**config.mk**
```make
export PLATFORM = sky130hd
export DESIGN_NAME = regfile_writeback_queue
export DESIGN_NICKNAME = d
export VERILOG_FILES = /design/src/rtl/regfile_writeback_queue.sv
export SDC_FILE = /design/constraint.sdc
export NUM_CORES = 1
export LEC_CHECK = 0
export CAP_MARGIN = 10
export CORE_ASPECT_RATIO = 1.25
export CORE_MARGIN = 8
export CORE_UTILIZATION = 45
export DETAILED_ROUTE_END_ITERATION = 16
export GPL_TIMING_DRIVEN = 0
export PLACE_DENSITY = 0.67
export RECOVER_POWER = 100
export SKIP_LAST_GASP = 1
export SLEW_MARGIN = 25
export SYNTH_ARGS = -nofsm -noshare
export SYNTH_HDL_FRONTEND = slang
export SYNTH_SLANG_ARGS = --single-unit
export TNS_END_PERCENT = 30
```
**constraint.sdc**
```tcl
create_clock -name clk -period 3.11 [get_ports clk]
set_clock_uncertainty 0.05 [all_clocks]
set_input_delay 0.4665 -clock clk [delete_from_list [all_inputs] [get_ports clk]]
set_output_delay 0.4665 -clock clk [all_outputs]
set_load 0.05 [all_outputs]
```
**src/rtl/regfile_writeback_queue.sv**
```systemverilog
// In-order writeback queue feeding the register file write port, with
// youngest-first bypass lookup on two read addresses.
module regfile_writeback_queue #(
  parameter int DATA_WIDTH = 31,
  parameter int ADDR_WIDTH = 3,
  parameter int DEPTH      = 4
) (
  input  logic                         clk,
  input  logic                         rst,
  input  logic                         in_valid,
  input  logic [ADDR_WIDTH:0]          in_reg,
  input  logic [DATA_WIDTH:0]          in_data,
  output logic                         in_ready,
  input  logic                         wr_stall,
  output logic                         wr_enable,
  output logic [ADDR_WIDTH:0]          wr_reg,
  output logic [DATA_WIDTH:0]          wr_data,
  input  logic [ADDR_WIDTH:0]          rd_a_addr,
  input  logic [ADDR_WIDTH:0]          rd_b_addr,
  output logic                         byp_a_hit,
  output logic [DATA_WIDTH:0]          byp_a_data,
  output logic                         byp_b_hit,
  output logic [DATA_WIDTH:0]          byp_b_data,
  output logic [$clog2(DEPTH):0]       count
);

  localparam int PTR_W = $clog2(DEPTH);
  localparam int CNT_W = PTR_W + 1;

  logic [ADDR_WIDTH:0] q_reg  [DEPTH];
  logic [DATA_WIDTH:0] q_data [DEPTH];
  logic [PTR_W-1:0]    wr_ptr;
  logic [PTR_W-1:0]    rd_ptr;
  logic                push;
  logic                pop;

  // Full is judged from count alone, so a same-cycle pop never frees a slot.
  assign in_ready = (count < CNT_W'(DEPTH));
  assign push     = in_valid & in_ready & ~rst;
  assign pop      = (count != '0) & ~wr_stall;

  always_ff @(posedge clk) begin
    if (push) begin
      q_reg[wr_ptr]  <= in_reg;
      q_data[wr_ptr] <= in_data;
    end
  end

  always_ff @(posedge clk) begin
    if (rst) begin
      wr_ptr    <= '0;
      rd_ptr    <= '0;
      count     <= '0;
      wr_enable <= 1'b0;
      wr_reg    <= '0;
      wr_data   <= '0;
    end else begin
      if (push) wr_ptr <= wr_ptr + 1'b1;
      if (pop) begin
        rd_ptr    <= rd_ptr + 1'b1;
        wr_enable <= 1'b1;
        wr_reg    <= q_reg[rd_ptr];
        wr_data   <= q_data[rd_ptr];
      end else begin
        wr_enable <= 1'b0;
      end
      case ({push, pop})
        2'b10:   count <= count + 1'b1;
        2'b01:   count <= count - 1'b1;
        default: count <= count;
      endcase
    end
  end

  // Scan oldest to newest so the last match, i.e. the youngest, wins.
  always_comb begin
    logic [PTR_W-1:0] idx;
    idx        = '0;
    byp_a_hit  = 1'b0;
    byp_a_data = '0;
    byp_b_hit  = 1'b0;
    byp_b_data = '0;
    if (wr_enable && (wr_reg == rd_a_addr)) begin
      byp_a_hit  = 1'b1;
      byp_a_data = wr_data;
    end
    if (wr_enable && (wr_reg == rd_b_addr)) begin
      byp_b_hit  = 1'b1;
      byp_b_data = wr_data;
    end
    for (int k = 0; k < DEPTH; k++) begin
      idx = rd_ptr + PTR_W'(k);
      if (CNT_W'(k) < count) begin
        if (q_reg[idx] == rd_a_addr) begin
          byp_a_hit  = 1'b1;
          byp_a_data = q_data[idx];
        end
        if (q_reg[idx] == rd_b_addr) begin
          byp_b_hit  = 1'b1;
          byp_b_data = q_data[idx];
        end
      end
    end
  end

endmodule

```
==> results of run 1 <==
[per-layer routing]
layer / global-route usage (%) / up-vias / part of all wire [%]
li1: - / 4226 / -
met1: 30.3 / 5144 / 38
met2: 42.6 / 570 / 50
met3: 5.39 / 107 / 7.8
met4: 11.3 / 0 / 3.6
met5: 0 / - / 0
[power by group]
group / total [mW] / internal (mW) / leakage [nW] / switching, mW
sequential: 3.29 / 2.98 / 1.68 / 0.314
clock: 2.26 / 1.25 / 0.293 / 1.00
combinational: 6.72 / 2.73 / 3.56 / 3.99
total: 12.3 / 6.96 / 5.53 / 5.31
[cell families (layout without fill, tap and decap cells)]
logic type | Yosys count | count (layout) | share of synthesized area (%)
adders and majority gates | 9 | 9 | 0.862
muxes | 147 | 147 | 25.1
buffers and inverters | 111 | 313 | 5.85
DFF | 190 | 190 | 40.2
and+or+nand+nor | 189 | 189 | 6.49
AOI/OAI and AO/OA | 237 | 237 | 18.6
xor gates and xnor gates | 43 | 43 | 2.88
[stage by stage]
stage	instances	setup TNS (ns)	hold slack [ns]	setup WS [ns]	power [mW]
3_3_place_gp	1426	-175.06	0.451	-0.945	9.61
4_1_cts	1475	-29.15	0.463	-0.474	12.2
5_1_grt	1483	-33.01	0.482	-0.535	12.8
3_5_place_dp	1426	-59.25	0.452	-0.969	9.66
2_1_floorplan	926	-0.463	0.458	-0.227	7.92
6_report	1483	-28.05	0.458	-0.486	12.3
[layout make-up]
type	count	area, um^2	share of cell area (%)
multi-input cells	625	8020	47.1
flip-flops and latches	190	5250	30.8
repair buffers	171	1810	10.6
plain buffers	103	900	5.28
clock buffers	20	467	2.74
well taps	355	444	2.61
clock inverters	12	135	0.793
inverters	7	26.3	0.154
[synth_stat cells, drive strengths merged]
cell type	count	share of area (%)
nand4	2	0.096
a22oi	64	3.7
o21a	1	0.058
edfxtp	144	33
nor3	7	0.42
dfxtp	46	7.1
ha	9	0.86
nand2	82	2.4
a21o	1	0.058
a221oi	64	7.1
clkbuf	46	1.4
a211oi	1	0.058
nand3	2	0.077
nor4	4	0.42
mux2i	3	0.23
mux4	144	25
or3	1	0.048
and4	4	0.27
xnor2	24	1.6
buf	58	4.3
or2	2	0.096
a21oi	40	1.6
inv	7	0.20
nor3b	1	0.058
nand2b	2	0.096
o31ai	65	6.1
o21ai	1	0.038
xor2	19	1.3
and2	6	0.33
nor2	76	2.2
[placed cells by master (no fill, tap or decap), types with 5 or more instances in the layout]
master / count
a21oi_1: 38
a22oi_2: 41
inv_1: 7
buf_6: 81
nor2_1: 75
clkbuf_16: 20
xnor2_1: 22
buf_8: 5
mux4_2: 144
a22oi_1: 23
o31ai_4: 62
nand2_1: 80
a221oi_2: 49
dfxtp_1: 43
dlygate4sd3_1: 77
buf_12: 18
clkbuf_2: 25
and2_4: 6
xor2_1: 18
buf_2: 19
edfxtp_1: 144
a221oi_4: 12
ha_1: 9
buf_4: 20
clkbuf_1: 21
[final timing paths]
| path | startpoint | depth (start not counted) | slack (ns) | endpoint |
|---|---|---|---|---|
| worst max-delay path | rd_ptr[1] | 10 | -0.49 | byp_a_data[11] |
| worst min-delay path | wr_reg[3] | 2 | 0.46 | wr_reg[3] |
| worst max register to register | count[2] | 8 | 0.40 | wr_data[0] |
| worst min register to register | wr_reg[3] | 2 | 0.46 | wr_reg[3] |
[tightest hold or removal path, cell delays in order, from the launching register on]
cell     delay (ns)
dfxtp_1        0.35
nand2_1        0.07
a21oi_1        0.05
[repair_timing]
| action | CTS | global route |
|---|---|---|
| cloned | 3 | 3 |
| gates resized for setup | 525 | 71 |
| setup endpoints to repair | 66 | 66 |
| setup buffers | 14 | 6 |
| hold endpoints to repair | 0 | 0 |
| pin swaps | 49 | 19 |
==> results.md, run 1 <==
- DRC viols: 0
- Worst path arrival time: 3.08 ns
- Layout cells sized above 1: 48.0%
- Clock-pin slew on the worst setup and hold paths: 0.08 ns
- Total vias in the final route: 10047
- Unrepaired setup endpoints after global routing: true
- Global placer's final weighted congestion: 0.819
- TritonCTS Buffers: 17
- Status: finished with violations
- First-iteration detailed-routing DRC count: 828
- Worst Setup End Kind: output pin
- Core Util, Final: 59.8%
- Largest net degree at the start of global routing: 37
- Crit path top cell by count: buf_6
- Critical-path maximum fanout: 10
- Max VDD drop: 0.470 mV
- Die extent in x: 168 um
- Slew @ Worst Pin: 0.900 ns
- H-tree depth: 4
- Power per Cell Area: 720 nW/um^2
- Post-route ant nets: 0
- Drt wl/cell: 29.4 um
- Final #Nets: 1172
- Final Hold Vio Count: 0
- Bufs on Longest Clock Path: 2
- Router iterations before antenna repair: 5
- Distinct cell type count after synthesis: 45
- Final Max Tran Viols: 0
- Initial antenna violation count: 0
- Mapped Area: 13100 um^2
- Flops & latches, synth: 190
- Grt ovf: 0
- Average cell area after synthesis: 14.1 um^2
- Fmax: 278 MHz
- Max FFs per register: 128
- Vias in the first global route: 10553
- Static Leak: 5.53 nW
- Syn Nets: 983
- Root buf cell: clkbuf_16
- Kind of critical path: reg2out
- IO buf count: 145
- # IOs: 155
- Setup Viol. Count Final: 66
- Post-DP HPWL: 28.6 mm
- Area Growth Syn to Fin: 30.6%
- CP max stage cell: mux4_2
- Die area: 34800 um^2
- Final worst path period share: 116%
- GRT Util Overall: 25.1%
- Max-Cap Viols: 0
- # diodes: 0
- # rows: 69
- Clock Latency Late Sink: 0.44 ns
- Part of the Yosys area used for sequential elements: 40.2%
- Minimum clock period: 3.60 ns
- CP max stage delay: 0.56 ns
- CP Launch Type: register
- Synth warn: 0
- Initial Util: 45.8%
- Worst Hold Class: reg2reg
- Slew HR: 39.9%
- Post-DR vias/cell: 6.77
- Mapped Cells: 926
- CTS tree: yes
- Fill count: 2219
- Clk sinks: 190
- Fin worst setup slack: -0.486 ns
- Post-Layout Inst Area: 17100 um^2
- Core Box Area: 28500 um^2
- CP required: 2.59 ns
- Crit path buffers/inverters: 5
- Hold_buf cts: 0
- Failing checks: negative setup slack
- Top delay family on crit path: buffers and inverters
- WL final: 43.6 mm
- Area after DPL: 15500 um^2
- Die H: 206 um
- Crit path cell chain: buf_6, mux4_2, xnor2_1, and4_1, buf_6, or2_1, buf_6, buf_12, o31ai_4, buf_6
- First-pass GRT wire length: 65.4 mm
Note: power is estimated with default switching activity, not from simulation.
==> inputs of run 2 (changes only) <==
--- a/config.mk
+++ b/config.mk
@@ -13,8 +13,9 @@
 export GPL_TIMING_DRIVEN = 0
 export PLACE_DENSITY = 0.67
 export RECOVER_POWER = 100
+export SKIP_CTS_REPAIR_TIMING = 1
 export SKIP_LAST_GASP = 1
-export SLEW_MARGIN = 25
+export SLEW_MARGIN = 40
 export SYNTH_ARGS = -nofsm -noshare
 export SYNTH_HDL_FRONTEND = slang
 export SYNTH_SLANG_ARGS = --single-unit
==> run 2 against run 1 <==
  * The flow still finishes with violations (negative setup slack)
  * Hold slack gained 0.0038 ns
  * Global-route usage shrank 0.59 points
  * Maximum frequency shrank 0.92%
  * Utilization shrank 0.42 points
  * Register-to-register slack lost 0.16 ns
  * Cell count grew 0.13%
  * Flip-flop and latch count is the same
  * Non-clock buffer count grew 2
  * Critical path type unchanged
  * Largest power group unchanged
  * Highest routed layer unchanged
==> results.md, run 2 (same netlist as run 1, synthesis figures left out) <==
- Worst path arrival time: 3.11 ns (+0.03 ns)
- GRT Util Overall: 24.5% (-0.59 points)
- Hold Path End: wr_reg[3]
- Final Hold Vio Count: 0 (unchanged)
- Clk sinks: 190 (unchanged)
- Reg2Reg Depth: 4 (-4)
- Die area: 34800 um^2 (unchanged)
- Bufs on Longest Clock Path: 2 (unchanged)
- Final Max Tran Viols: 0 (unchanged)
- Core Util, Final: 59.4% (-0.42 points)
- CP max stage delay: 0.56 ns (about the same)
- Post-DR vias/cell: 6.69 (-1.3%)
- TritonCTS Buffers: 17 (unchanged)
- Post-route setup TNS: -30.65 ns (-2.60 ns)
- Worst R2R End: q_data[0][19]
- Top delay family on crit path: buffers and inverters
- Final worst path period share: 117% (+1.1 points)
- Core Box Area: 28500 um^2 (unchanged)
- Max VDD drop: 0.472 mV (+0.31%)
- Layout cells sized above 1: 45.9% (-2.1 points)
- Crit path buffers/inverters: 4 (-1)
- Flop-to-flop setup slack: 0.24 ns (-0.16 ns)
- Max FFs per register: 128 (unchanged)
- # rows: 69 (unchanged)
- Hold path depth: 2 (unchanged)
- H-tree depth: 4 (unchanged)
- CP required: 2.59 ns (about the same)
- Drt wl/cell: 29.2 um (-0.65%)
- Area Growth Syn to Fin: 29.7%
- Failing checks: negative setup slack
- HP Start: wr_reg[3]
- IO buf count: 145 (unchanged)
- First-iteration detailed-routing DRC count: 864 (+4.3%)
- Max-Cap Viols: 0 (unchanged)
- Final #Nets: 1174 (+0.17%)
- Largest net degree at the start of global routing: 25 (-32%)
- Global placer's final weighted congestion: 0.819 (unchanged)
- Fmax: 276 MHz (-0.92%)
- Clock Latency Late Sink: 0.44 ns (about the same)
- Initial antenna violation count: 0 (unchanged)
- First-pass GRT wire length: 63.6 mm (-2.8%)
- Worst Hold Class: reg2reg
- Crit path top cell by count: buf_12
- Die H: 206 um (unchanged)
- Slew HR: 31.8% (-8.1 points)
- Post-DP HPWL: 29.5 mm (+3.1%)
- Initial Util: 45.8% (unchanged)
- CP Launch Type: register
- Worst Setup End Kind: output pin
- Status: finished with violations
- WL final: 43.4 mm (-0.51%)
- Unrepaired setup endpoints after global routing: true
- Grt ovf: 0 (unchanged)
- Setup Viol. Count Final: 66 (unchanged)
- CP max stage cell: mux4_2
- # IOs: 155 (unchanged)
- Fin worst setup slack: -0.519 ns (-0.0333 ns)
- DRC viols: 0 (unchanged)
- Crit path cell chain: buf_8, mux4_2, xor2_1, nor3_2, and2_4, buf_12, buf_12, a221oi_4, o31ai_4, buf_6
- Vias in the first global route: 10429 (-1.2%)
- Power per Cell Area: 719 nW/um^2 (about the same)
- Router iterations before antenna repair: 6 (+1)
- Root buf cell: clkbuf_16
- Total vias in the final route: 9928 (-1.2%)
- Kind of critical path: reg2out
- Clock-pin slew on the worst setup and hold paths: 0.08 ns (about the same)
- # diodes: 0 (unchanged)
- Post-route ant nets: 0 (unchanged)
- Die extent in x: 168 um (unchanged)
- Commonest non-fill, non-tap cells in the layout: 144 x mux4_2, 144 x edfxtp_1, 80 x buf_6, 80 x nand2_1, 77 x dlygate4sd3_1
- CTS tree: yes
- RR Startpoint: count[2]
- Minimum clock period: 3.63 ns (+0.0333 ns)
- Slew @ Worst Pin: 1.02 ns (+0.124 ns)
- Static Leak: 5.52 nW (-0.22%)
- Critical-path maximum fanout: 5 (-5)
[run 2: cell types whose count changed in the layout (fill, tap and decap cells not counted), sizes merged]
cell,previous run,this run
bufinv,2,1
clkinvlp,2,3
inv,9,13
clkinv,6,3
clkbuf,71,78
buf,144,138
[run 2: cell type report]
class	instances	area, um^2
Sequential cell	190	5250
Fill cell	2273	11600
Inverter	7	26.3
Clock inverter	13	124
Timing Repair Buffer	172	1870
Tap cell	355	444
Clock buffer	19	464
Buffer	104	862
Multi-Input combinational cell	625	7890
[run 2: through the flow]
step           hold slack [ns]  cell area, um^2  instances  worst slack, ns  power [mW]
4_1_cts                  0.464            16200       1462            -1.40        11.9
2_1_floorplan            0.458            13600        926           -0.227        7.92
5_1_grt                  0.486            16900       1485           -0.590        12.7
3_3_place_gp             0.451            15500       1426           -0.945        9.61
6_report                 0.462            16900       1485           -0.519        12.2
3_5_place_dp             0.453            15600       1430           -0.898        9.68
[run 2: tightest hold or removal path, stage by stage (launching register included)]
cell     delay, ns
dfxtp_1       0.35
nand2_1       0.07
a21oi_1       0.05
[run 2: power by group]
group / internal (mW) / total (mW) / switching [mW]
clock: 1.19 / 2.21 / 1.02
sequential: 2.98 / 3.29 / 0.307
combinational: 2.73 / 6.68 / 3.95
[run 2: metal layers]
| layer | vias up | track usage, % | part of all wire, % |
|---|---|---|---|
| met5 | - | 0 | 0 |
| met2 | 516 | 41.6 | 51 |
| met3 | 110 | 5.90 | 7.6 |
| met4 | 0 | 12.3 | 3.8 |
| li1 | 4209 | - | - |
| met1 | 5093 | 28.7 | 38 |
[run 2: how the worst max path moves through the flow]
stage | startpoint | to | cells past startpoint
after floorplan | rd_ptr[1] | byp_b_data[30] | 9
after global placement | rd_ptr[1] | byp_b_data[11] | 10
after detailed placement | rd_ptr[1] | byp_a_data[11] | 10
after CTS | rd_ptr[1] | byp_a_data[11] | 10
after global routing | rd_ptr[1] | byp_b_data[11] | 11
final | register | byp_b_data[31] | 10
==> inputs of run 3 (changes only) <==
--- a/config.mk
+++ b/config.mk
@@ -5,7 +5,6 @@
 export SDC_FILE = /design/constraint.sdc
 export NUM_CORES = 1
 export LEC_CHECK = 0
-export CAP_MARGIN = 10
 export CORE_ASPECT_RATIO = 1.25
 export CORE_MARGIN = 8
 export CORE_UTILIZATION = 45
@@ -14,7 +13,6 @@
 export PLACE_DENSITY = 0.67
 export RECOVER_POWER = 100
 export SKIP_CTS_REPAIR_TIMING = 1
-export SKIP_LAST_GASP = 1
 export SLEW_MARGIN = 40
 export SYNTH_ARGS = -nofsm -noshare
 export SYNTH_HDL_FRONTEND = slang
==> run 3 against run 2 <==
  * Final area increased by 0.81%
  * Sequential share of layout area decreased by 0.25 points
  * Cell count unchanged
  * Flip-flop and latch count unchanged
  * Maximum frequency decreased by 0.31%
  * The flow still finishes with violations (negative setup slack)
  * Critical path depth unchanged
  * Global-route usage unchanged
  * Via count increased by 1.1%
  * Count of clock-buffer cells in the layout unchanged
  * Worst setup slack got worse by 0.011 ns
  * Critical path type unchanged
==> results.md, run 3 (same netlist as run 1, synthesis figures left out) <==
- Status: finished with violations
- Failing checks: negative setup slack
- HP Start: wr_reg[3]
- RR Startpoint: count[2]
- Max FFs per register: 128 (unchanged)
- # rows: 69 (unchanged)
- Fin worst setup slack: -0.530 ns (-0.0113 ns)
- DRC viols: 0 (unchanged)
- Worst path arrival time: 3.12 ns (about the same)
- Core Util, Final: 59.9% (+0.48 points)
- Core Box Area: 28500 um^2 (unchanged)
- Power per Cell Area: 717 nW/um^2 (-0.40%)
- Hold path depth: 2 (unchanged)
- Reg2Reg Depth: 4 (unchanged)
- Global placer's final weighted congestion: 0.819 (unchanged)
- Setup Viol. Count Final: 66 (unchanged)
- # IOs: 155 (unchanged)
- Final Hold Vio Count: 0 (unchanged)
- Vias in the first global route: 10429 (unchanged)
- Post-route setup TNS: -28.19 ns (+2.46 ns)
- Die extent in x: 168 um (unchanged)
- Clk sinks: 190 (unchanged)
- Post-route ant nets: 0 (unchanged)
- GRT Util Overall: 24.5% (unchanged)
- First-iteration detailed-routing DRC count: 897 (+3.8%)
- Initial antenna violation count: 0 (unchanged)
- CTS tree: yes
- Router iterations before antenna repair: 5 (-1)
- Kind of critical path: reg2out
- Root buf cell: clkbuf_16
- Clock-pin slew on the worst setup and hold paths: 0.08 ns (about the same)
- Static Leak: 5.56 nW (+0.68%)
- Final worst path period share: 117% (+0.36 points)
- Final Max Tran Viols: 0 (unchanged)
- Largest net degree at the start of global routing: 25 (unchanged)
- Flop-to-flop setup slack: 0.25 ns (about the same)
- H-tree depth: 4 (unchanged)
- CP required: 2.59 ns (about the same)
- Fmax: 275 MHz (-0.31%)
- Slew HR: 31.7% (-0.057 points)
- Final #Nets: 1174 (unchanged)
- Crit path top cell by count: buf_12
- Worst Hold Class: reg2reg
- IO buf count: 145 (unchanged)
- WL final: 43.3 mm (about the same)
- # diodes: 0 (unchanged)
- Post-DP HPWL: 29.5 mm (unchanged)
- CP Launch Type: register
- Worst R2R End: q_data[0][19]
- TritonCTS Buffers: 17 (unchanged)
- Area Growth Syn to Fin: 30.7%
- Layout cells sized above 1: 47.4% (+1.5 points)
- Total vias in the final route: 10041 (+1.1%)
- Minimum clock period: 3.64 ns (+0.0113 ns)
- Slew @ Worst Pin: 1.02 ns (+0.000857 ns)
- Crit path cell chain: buf_8, mux4_2, xor2_1, nor3_2, and2_4, buf_12, buf_12, a221oi_4, o31ai_4, buf_6
- Bufs on Longest Clock Path: 2 (unchanged)
- Commonest non-fill, non-tap cells in the layout: 144 x mux4_2, 144 x edfxtp_1, 84 x buf_6
- Die area: 34800 um^2 (unchanged)
- Unrepaired setup endpoints after global routing: true
- Max VDD drop: 0.472 mV (about the same)
- Clock Latency Late Sink: 0.44 ns (about the same)
- Max-Cap Viols: 0 (unchanged)
- Final hold slack: 0.461 ns (-0.00130 ns)
- Die H: 206 um (unchanged)
- Drt wl/cell: 29.2 um (about the same)
- Critical-path maximum fanout: 5 (unchanged)
- Grt ovf: 0 (unchanged)
- Fill count: 2245 (-1.2%)
- First-pass GRT wire length: 63.6 mm (unchanged)
- CP max stage delay: 0.56 ns (about the same)
- Post-DR vias/cell: 6.76 (+1.1%)
- Worst Setup End Kind: output pin
- Initial Util: 45.8% (unchanged)
- Hold Path End: wr_reg[3]
- CP max stage cell: mux4_2
## run 3: worst max-delay path: cells and delay by family, from the launching register on
kind / cells / cell delay [ns]
AO/OA/AOI/OAI: 2 / 0.41
XOR/XNOR: 1 / 0.18
buffers and inverters: 4 / 0.61
flip-flops: 1 / 0.34
multiplexers: 1 / 0.56
AND/OR/NAND/NOR: 2 / 0.57
## run 3: how the worst max path moves through the flow
stage	start	end	depth (start not counted)
after floorplan	rd_ptr[1]	byp_b_data[30]	9
final	register	byp_b_data[31]	10
after global placement	rd_ptr[1]	byp_b_data[11]	10
after global routing	register	byp_b_data[31]	10
after detailed placement	rd_ptr[1]	byp_a_data[11]	10
after CTS	rd_ptr[1]	byp_a_data[11]	10
## run 3: power by group
part / internal, mW / total (mW) / switching, mW
Combinational: 2.74 / 6.73 / 3.99
Sequential: 2.98 / 3.29 / 0.309
Clock: 1.19 / 2.21 / 1.02
Total: 6.91 / 12.2 / 5.32
## run 3: metrics by stage
stage | instance area (um^2) | setup WS, ns | instances | power [mW]
finish | 17100 | -0.530 | 1485 | 12.2
global route | 17100 | -0.587 | 1485 | 12.7
CTS | 16200 | -1.40 | 1462 | 11.9
detailed placement | 15600 | -0.898 | 1430 | 9.68
global placement | 15500 | -0.945 | 1426 | 9.61
floorplan | 13600 | -0.227 | 926 | 7.92
## run 3: per-layer routing
layer  routed length [um]  vias to the layer above  track usage (%)
li1                     -                     4218                -
met1                16100                     5153             28.7
met2                21900                      547             41.6
met3                 3450                      123             5.90
met4                 1810                        0             12.3
met5                    0                        -                0
## run 3: final cells by class
type / instances / area (um^2) / area share (%)
Buffer: 104 / 888 / 5.20
Clock buffer: 19 / 464 / 2.72
Clock inverter: 13 / 124 / 0.726
Inverter: 7 / 26.3 / 0.154
Multi-Input combinational cell: 625 / 7970 / 46.7
Sequential cell: 190 / 5250 / 30.8
Tap cell: 355 / 444 / 2.60
Timing Repair Buffer: 172 / 1900 / 11.1
